==> config.mk <==
export PLATFORM = sky130hd
export DESIGN_NAME = writeback
export DESIGN_NICKNAME = d
export VERILOG_FILES = /design/src/rtl/y86_pkg.sv /design/src/rtl/y86_regfile.sv /design/src/rtl/writeback.sv
export SDC_FILE = /design/constraint.sdc
export NUM_CORES = 1
export LEC_CHECK = 0
export BUFFER_PORTS_ARGS = -buffer_cell sky130_fd_sc_hd__buf_2
export CAP_MARGIN = 20
export CORE_MARGIN = 3
export CORE_UTILIZATION = 53
export CTS_CLUSTER_SIZE = 24
export DETAILED_ROUTE_END_ITERATION = 16
export HOLD_SLACK_MARGIN = 0.1
export PLACE_DENSITY = 0.71
export SYNTH_ARGS = -nofsm -noshare
export SYNTH_HDL_FRONTEND = slang
export SYNTH_SLANG_ARGS = --single-unit
==> constraint.sdc <==
create_clock -name clock -period 5.8 [get_ports clock]
set_input_delay 1.16 -clock clock [delete_from_list [all_inputs] [get_ports clock]]
set_output_delay 1.16 -clock clock [all_outputs]
set_load 0.01 [all_outputs]
==> src/rtl/y86_pkg.sv <==
// Shared Y86 definitions for the writeback slice: instruction codes,
// register specifiers and the writeback FSM state type.
package y86_pkg;

  localparam logic [3:0] I_HALT   = 4'h0;
  localparam logic [3:0] I_NOP    = 4'h1;
  localparam logic [3:0] I_RRMOVL = 4'h2;
  localparam logic [3:0] I_IRMOVL = 4'h3;
  localparam logic [3:0] I_RMMOVL = 4'h4;
  localparam logic [3:0] I_MRMOVL = 4'h5;
  localparam logic [3:0] I_OPL    = 4'h6;
  localparam logic [3:0] I_JXX    = 4'h7;
  localparam logic [3:0] I_CALL   = 4'h8;
  localparam logic [3:0] I_RET    = 4'h9;
  localparam logic [3:0] I_PUSHL  = 4'hA;
  localparam logic [3:0] I_POPL   = 4'hB;

  localparam logic [3:0] REG_ESP  = 4'h4;
  localparam logic [3:0] REG_NONE = 4'hF;

  typedef enum logic [1:0] {
    S_RUN  = 2'd0,
    S_POP2 = 2'd1,
    S_HALT = 2'd2
  } wb_state_t;

  // Codes C..F are not defined by the ISA and stop the machine with an error.
  function automatic logic is_invalid(input logic [3:0] code);
    return code >= 4'hC;
  endfunction

endpackage

==> src/rtl/y86_regfile.sv <==
// Y86 architectural register file: one synchronous write port, two
// combinational read ports, synchronous clear on reset. Specifiers outside
// the implemented range (including 4'hF) read as zero and are never written.
module y86_regfile
  import y86_pkg::*;
#(
  parameter int NREGS = 8,
  parameter int W     = 32
) (
  input  logic         clock,
  input  logic         reset,
  input  logic         we,
  input  logic [3:0]   waddr,
  input  logic [W-1:0] wdata,
  input  logic [3:0]   raddr_a,
  input  logic [3:0]   raddr_b,
  output logic [W-1:0] rdata_a,
  output logic [W-1:0] rdata_b
);

  localparam int AW = (NREGS > 1) ? $clog2(NREGS) : 1;
  localparam logic [4:0] NREGS_U = 5'(NREGS);

  logic [W-1:0] regs [NREGS];

  logic waddr_ok;
  logic raddr_a_ok;
  logic raddr_b_ok;

  assign waddr_ok   = ({1'b0, waddr}   < NREGS_U);
  assign raddr_a_ok = ({1'b0, raddr_a} < NREGS_U);
  assign raddr_b_ok = ({1'b0, raddr_b} < NREGS_U);

  // Storage: clear everything on reset, otherwise commit the single write.
  always_ff @(posedge clock) begin
    if (reset) begin
      for (int unsigned i = 0; i < NREGS; i++) begin
        regs[i] <= '0;
      end
    end else if (we && waddr_ok) begin
      regs[waddr[AW-1:0]] <= wdata;
    end
  end

  // Combinational read ports.
  always_comb begin
    rdata_a = raddr_a_ok ? regs[raddr_a[AW-1:0]] : '0;
    rdata_b = raddr_b_ok ? regs[raddr_b[AW-1:0]] : '0;
  end

endmodule

==> src/rtl/writeback.sv <==
// Y86 writeback stage: commits retiring results to the register file,
// splits popl into two write cycles, tracks halt/err and retired count.
// Optional macro WRITEBACK_BYPASS_EN forwards the in-flight write to the
// decode read ports in the same cycle.
module writeback
  import y86_pkg::*;
#(
  parameter int NREGS = 8,
  parameter int W     = 32
) (
  input  logic         clock,
  input  logic         reset,
  input  logic         in_valid,
  output logic         in_ready,
  input  logic [3:0]   icode,
  input  logic         cnd,
  input  logic [3:0]   rA,
  input  logic [3:0]   rB,
  input  logic [W-1:0] valE,
  input  logic [W-1:0] valM,
  input  logic [3:0]   srcA,
  input  logic [3:0]   srcB,
  output logic [W-1:0] rvalA,
  output logic [W-1:0] rvalB,
  output logic         halted,
  output logic         err,
  output logic [W-1:0] retired
);

  localparam logic [4:0] NREGS_U = 5'(NREGS);

  wb_state_t    state;
  wb_state_t    state_next;
  logic         accept;
  logic [3:0]   pop_ra;
  logic [W-1:0] pop_valm;
  logic         err_q;
  logic [W-1:0] retired_q;

  logic         wr_req;
  logic         wr_en;
  logic [3:0]   wr_addr;
  logic [W-1:0] wr_data;
  logic [W-1:0] rf_a;
  logic [W-1:0] rf_b;

  assign accept = in_valid & in_ready;

  // FSM state register.
  always_ff @(posedge clock) begin
    if (reset) begin
      state <= S_RUN;
    end else begin
      state <= state_next;
    end
  end

  // FSM next-state: popl detours through POP2, halt/invalid codes stop.
  always_comb begin
    state_next = state;
    unique case (state)
      S_RUN: begin
        if (accept) begin
          if (icode == I_POPL) begin
            state_next = S_POP2;
          end else if (icode == I_HALT || is_invalid(icode)) begin
            state_next = S_HALT;
          end
        end
      end
      S_POP2:  state_next = S_RUN;
      S_HALT:  state_next = S_HALT;
      default: state_next = S_RUN;
    endcase
  end

  // FSM outputs: handshake, halt flag and the single register write port.
  always_comb begin
    in_ready = (state == S_RUN);
    halted   = (state == S_HALT);
    wr_req   = 1'b0;
    wr_addr  = REG_NONE;
    wr_data  = '0;
    if (state == S_POP2) begin
      wr_req  = 1'b1;
      wr_addr = pop_ra;
      wr_data = pop_valm;
    end else if (accept) begin
      unique case (icode)
        I_RRMOVL: begin
          wr_req  = cnd;
          wr_addr = rB;
          wr_data = valE;
        end
        I_IRMOVL, I_OPL: begin
          wr_req  = 1'b1;
          wr_addr = rB;
          wr_data = valE;
        end
        I_MRMOVL: begin
          wr_req  = 1'b1;
          wr_addr = rA;
          wr_data = valM;
        end
        I_CALL, I_RET, I_PUSHL, I_POPL: begin
          wr_req  = 1'b1;
          wr_addr = REG_ESP;
          wr_data = valE;
        end
        default: wr_req = 1'b0;
      endcase
    end
    wr_en = wr_req && (wr_addr != REG_NONE) && ({1'b0, wr_addr} < NREGS_U);
  end

  // Deferred popl destination and data for the POP2 write.
  always_ff @(posedge clock) begin
    if (reset) begin
      pop_ra   <= REG_NONE;
      pop_valm <= '0;
    end else if (accept && icode == I_POPL) begin
      pop_ra   <= rA;
      pop_valm <= valM;
    end
  end

  // Retirement bookkeeping: count every accept, latch err on invalid codes.
  always_ff @(posedge clock) begin
    if (reset) begin
      retired_q <= '0;
      err_q     <= 1'b0;
    end else if (accept) begin
      retired_q <= retired_q + 1'b1;
      if (is_invalid(icode)) begin
        err_q <= 1'b1;
      end
    end
  end

  assign err     = err_q;
  assign retired = retired_q;

  y86_regfile #(
    .NREGS (NREGS),
    .W     (W)
  ) u_regfile (
    .clock   (clock),
    .reset   (reset),
    .we      (wr_en),
    .waddr   (wr_addr),
    .wdata   (wr_data),
    .raddr_a (srcA),
    .raddr_b (srcB),
    .rdata_a (rf_a),
    .rdata_b (rf_b)
  );

`ifdef WRITEBACK_BYPASS_EN
  // Decode read ports with same-cycle forwarding of the active write.
  always_comb begin
    rvalA = rf_a;
    rvalB = rf_b;
    if (wr_en && srcA == wr_addr) rvalA = wr_data;
    if (wr_en && srcB == wr_addr) rvalB = wr_data;
  end
`else
  // Decode read ports return stored values only.
  always_comb begin
    rvalA = rf_a;
    rvalB = rf_b;
  end
`endif

endmodule
# Word level (Yosys, flattened, before mapping)
# Memory sizes are Yosys's and may differ from the RTL's.
# Cells that the tools add are included.
[word_totals] in_bits=88 out_inout_bits=99 wordCells=62 ram_bits=256 regBits=71 mem_count=1
[classes] magnitude_cmp=4 mux=23 bitwise_logic=1 n_eq_ne=13 n_reduce_logical=14 add_sub_neg=1
[memory_table] memory="u_regfile.regs" depth=8 width=32 rd=2 rd_ports_with_merged_regs=0 wr=8 line="y86_regfile.sv:24" rtl="logic [W-1:0] regs [NREGS];"
[op_table] cell="$mux 32" n=5
[op_table] cell="$pmux 32 s2" n=1
[op_table] cell="$add 32x1->32 const B" n=1
[op_table] cell="$reduce_or 32->1" n=1
[op_table] cell="$eq 4x4->1 const B" n=4
[op_table] cell="$reduce_or 7->1" n=2
[op_table] cell="$lt 4x4->1 const B" n=3
[op_table] cell="$pmux 4 s3" n=1
[op_table] cell="$eq 4x2->1 const B" n=2
[op_table] cell="$eq 4x3->1 const B" n=2
[op_table] cell="$mux 1" n=8
[op_table] cell="$mux 4" n=2
[op_table] cell="$mux 2" n=3
[op_table] cell="$ge 4x4->1 const B" n=1
[op_table] cell="$logic_and 1x1->1" n=4
[op_table] cell="$logic_not 4->1" n=1
[op_table] cell="$ne 4x4->1 const B" n=1
[op_table] cell="$pmux 2 s2" n=1
[op_table] cell="$reduce_and 2->1" n=2
[op_table] cell="$reduce_or 4->1" n=1
[op_table] cell="$mux 3" n=1
[op_table] cell="$ne 3x1->1 const B" n=1
[op_table] cell="$reduce_or 3->1" n=1
[op_table] cell="$eq 2x1->1 const B" n=1
[op_table] cell="6 further kinds" n=6

# Logic depth before layout (Yosys ltp)
[depth] ltp_word=14 mapped_depth=9 mapped_depth_nobuf=6

# Modules after synthesis
# A second synthesis with hierarchy kept.
[unflattened] cells_unflattened=1354 hier_area_um2=17221.5
[modules_own_cells] mod="y86_regfile" cells_per_inst=855 n_inst=1 seq_area_each_um2=7687.4 area_per_inst_um2=13508.0
[modules_own_cells] mod="writeback" cells_per_inst=499 n_inst=1 seq_area_each_um2=1421.4 area_per_inst_um2=3713.6

# Worst setup path after synthesis
# Ideal clock, no wire load.
[synth_timing] path_kind="input-to-reg" from="input port in_valid" to="memory u_regfile.regs[0][0], enable pin" setup_slack_ps=1083 required_time_ps=5372 t_arrival_ps=4289 cell_stages=8 setup_ps=428 path_buffers=3 path_cell_list="or3b_1 > clkbuf_1 > a221o_1 > a311oi_2 > nor2_2 > buf_2 > buf_2 > o21bai_1"
[synth_rtl] element="start: declaration" line="writeback.sv:13" rtl="input logic in_valid,"
[synth_rtl] element="end: declaration" line="y86_regfile.sv:24"

# Worst setup path in the final report
[layout_timing] from="input port srcB[1]" to="output port rvalB[3]"
[layout_via] elab_chain_len=2 elab_cells_between_ends=3 cone_classes="order compare: 1; mux: 1; memory: 1"
[layout_rtl] element="start: declaration" line="writeback.sv:22" rtl="input logic [3:0] srcB,"
[layout_rtl] element="$mem_v2 8x32 / $lt 4x4->1 (equally long branches)"
[layout_rtl] element="$mux 32 *" line="y86_regfile.sv:48" rtl="rdata_b = raddr_b_ok ? regs[raddr_b[AW-1:0]] : '0;"
[layout_rtl] element="end: declaration" line="writeback.sv:24" rtl="output logic [W-1:0] rvalB,"
# Every way passes the cells marked *; elsewhere a longest branch is shown, timed or not.

==> impl_results.md <==
- Critical-path top delay cell: buf_2
- CP Cell Sequence: buf_2 > buf_4 > mux4_2 > mux2i_1 > nor2_1 > buf_2
- Max-slew violation count: 0
- Fin nets: 1563
- Layout cells sized above 1: 0.2872
- Ports: 187
- Post-route worst setup slack: 1439 ps
- Combinational power share: 0.122
- Part of the cycle the worst path needs: 0.7519
- R2R depth: 7
- P_int: between 0.004 and 0.005 W
- Synth Net Count: 1440
- Sequential-to-total area share from yosys stat: 0.5315
- Worst-margin pin slew: 1252 ps
- Share of power burned in registers: 0.491
- Row cnt: 65
- Clock latency on the worst-skew pair: 510 ps
- Max-cap viol count: 0
- DRC: 0
- Initial Utilization: 0.5404
- Power, Total: 0.005371 W
- Per-cell routed wire length: 24.28 µm
- Setup bufs post-CTS: 0
- Pre-Repair DR Iteration Count: 6
- ANT cells: 0
- RSZ-0062 raised after global routing: false
- Die footprint: approximately 35000 µm²
- Worst vdd ir: 0.1838 mV
- Clock buffer depth: 3
- Vias: between 10000 and 15000
- Total GRT Usage: 0.2695
- Filler cells: 2503
- GPL Wtd Cong: 0.8122
- Post-CTS sizing: 0
- Sw power: 0.001320 W
- Switching share of total power: 0.2457
- Post-DP HPWL: roughly 30000 µm
- Quantity of I/O buffers inserted on ports: 186
- Setup TNS: 0 ps
- Yosys warnings: 0
- Worst Setup End Kind: primary output
- Post-synthesis cell area: 17140 µm²
- Die Ht: 185.8 µm
- DP Area: 18520 µm²
- Clock power share: 0.387
- Cells after Synth: around 1400
- Primary FF master, synth: edfxtp_1
- Hold Path Depth: 2
- Starting DRC count in detailed routing: 1254
- Peak Freq: 0.2293 GHz
- Fin crit period: approximately 4400 ps
- Outcome: complete, no violations
- Post-DR vias/cell: around 6.6
- Clock skew: 10.15 ps
- Design area: 19580 µm²
- Clk sink count: 327
- Seq cells post-synth: between 300 and 400
- Mean Syn Cell Area: 12.69 µm²
- CP most frequent cell: buf_2
- Util after Layout: 0.6173
- Crit-path max FO: 37
- FFs w/ async S/R, synth: 0
- CTS buffer count: 34
- First-pass GRT wire length: 71550 µm
- Synthesis-to-finish area growth: 14.24%
- Final hold vios: 0
- Largest net degree at the start of global routing: 197
- Final setup vio count: 0
- CTS tree: yes
- Dpl ws: 1102 ps
- PwrDens: 274.3 nW/µm²
- Die Width: about 190 µm
- Crit path kind: in2out
- Worst setup SP type: input port
- CP delay by family, top: buffers and inverters
- Final ANT Viol Nets: 0
- Clock slew at reported path FFs: 60 ps
- Grt ovf: 0
- Worst EP required: 4640 ps
- Critical Path AT: 3200 ps
- Routed WL: 46110 µm
- Slew headroom: 0.1655
- HP Class: reg2reg
- CTS hold repair buffers: 0
- Placeable Area: 31720 µm²
- CP bufs+invs: 3
- Root buf cell: clkbuf_16
- Max stage delay on crit path: 770 ps
- Post-synth EDFFs: 256
- Vias in the first global route: 12420
- Htree depth: 2
- WP depth: 6
- Leak: 6.879 nW
- Unique cell type count in the Yosys netlist: 61
- Initial antenna violation count: 0
[cell usage in the layout, fill, tap and decap left out, drive strengths merged, types with 5 or more instances in the layout]
cell type and count:
a22o 32, and3 5, buf 227, a22oi 34, nand3 8, nor4 65, edfxtp 256, nor2 100
or3 6, nor3 199, and4 6, nand2 90, o21bai 8, o21ai 12, mux2i 64, clkinv 12
dfxtp 71, xor2 18, xnor2 7, a21oi 42, nand4 9, clkbuf 46, mux4 128
[power groups by stage]
stage / registers [W] / clock network (W) / logic (W)
2_1_floorplan: 0.00267 / 0 / 0.000425
3_3_place_gp: 0.00268 / 0 / 0.000642
3_5_place_dp: 0.00268 / 0 / 0.000650
4_1_cts: 0.00263 / 0.00210 / 0.000652
5_1_grt: 0.00264 / 0.00218 / 0.000701
6_report: 0.00264 / 0.00208 / 0.000656
[cells in the mapped netlist, types with 3 or more instances]
library cell | n | area (µm²)
edfxtp_1 | 256 | 7687
nor3_1 | 198 | 991.0
mux4_2 | 128 | 2883
nor2_1 | 99 | 371.6
nand2_1 | 90 | 337.8
clkbuf_1 | 79 | 296.5
dfxtp_1 | 71 | 1421
mux2i_1 | 64 | 640.6
nor4_1 | 54 | 337.8
a21oi_1 | 42 | 210.2
buf_2 | 36 | 180.2
a22oi_1 | 34 | 255.2
a22o_1 | 32 | 280.3
buf_1 | 22 | 82.58
xor2_1 | 18 | 157.7
nor4_2 | 10 | 125.1
nand4_1 | 9 | 56.30
o21ai_0 | 9 | 45.04
o21bai_1 | 8 | 60.06
nand3_1 | 7 | 35.03
xnor2_1 | 7 | 61.31
and4_1 | 6 | 52.55
or3_1 | 6 | 37.54
and3_1 | 5 | 31.28
nand2b_1 | 4 | 25.02
nand3b_1 | 4 | 30.03
nor2b_1 | 4 | 25.02
a21o_1 | 3 | 22.52
and2_1 | 3 | 18.77
inv_1 | 3 | 11.26
o21a_1 | 3 | 22.52
[stage by stage]
step	std cells	hold slack [ps]
floorplan	1351	436.8
global route	1899	470.0
global placement	1839	441.8
finish	1899	455.3
CTS	1898	455.2
detailed placement	1839	447.2
[kinds of logic (layout without fill, tap and decap cells)]
logic type,count (synthesis),after routing,share of synthesized area
AO/OA/AOI/OAI,151,151,0.06271
XOR/XNOR,25,25,0.01278
adder cells (fa/ha/maj),1,1,0.0007299
buffers and inverters,143,289,0.03504
flip-flops,327,327,0.5315
multiplexers,192,192,0.2056
AND/OR/NAND/NOR,512,512,0.1517
[routing by layer]
| layer | vias up | GRT usage | share of wire |
|---|---|---|---|
| li1 | 5580 | - | - |
| met1 | 6179 | 0.3838 | 0.40 |
| met2 | 694 | 0.4335 | 0.47 |
| met3 | 65 | 0.06078 | 0.11 |
| met4 | 0 | 0.05481 | 0.017 |
| met5 | - | 0 | 0 |
[flip-flops by register name, indices dropped and copies added, names as in the netlist]
| signal | flops |
|---|---|
| pop_ra | 4 |
| err | 1 |
| retired | 32 |
| state | 2 |
| u_regfile.regs | 256 |
| pop_valm | 32 |
[worst paths after layout]
| check | slack [ps] | to | start |
|---|---|---|---|
| worst max-delay path | 1440 | rvalB[3] | srcB[1] |
| worst min-delay path | 460 | pop_valm[13] | pop_valm[13] |
| worst max register to register | 2030 | u_regfile.regs[1][0] | state[1] |
| worst min register to register | 460 | pop_valm[13] | pop_valm[13] |
[worst register-to-register path, cell delays in order, from the launching register on]
cell and delay, ps:
dfxtp_1 370, or3b_1 540, a221o_1 380, a311oi_2 580
nor2_4 90, buf_12 270, o21bai_4 760, buf_4 430
[final cells by class]
| type | count | area (µm²) | area share |
|---|---|---|---|
| repair buffers | 227 | 1289 | 0.06582 |
| well taps | 402 | 503.0 | 0.02569 |
| clock buffers | 46 | 959.7 | 0.04902 |
| clock inverters | 13 | 75.07 | 0.003834 |
| multi-input cells | 881 | 7632 | 0.3898 |
| flip-flops and latches | 327 | 9109 | 0.4652 |
| inverters | 3 | 11.26 | 0.0005752 |
No activity file was read; power rests on OpenSTA's default activity.
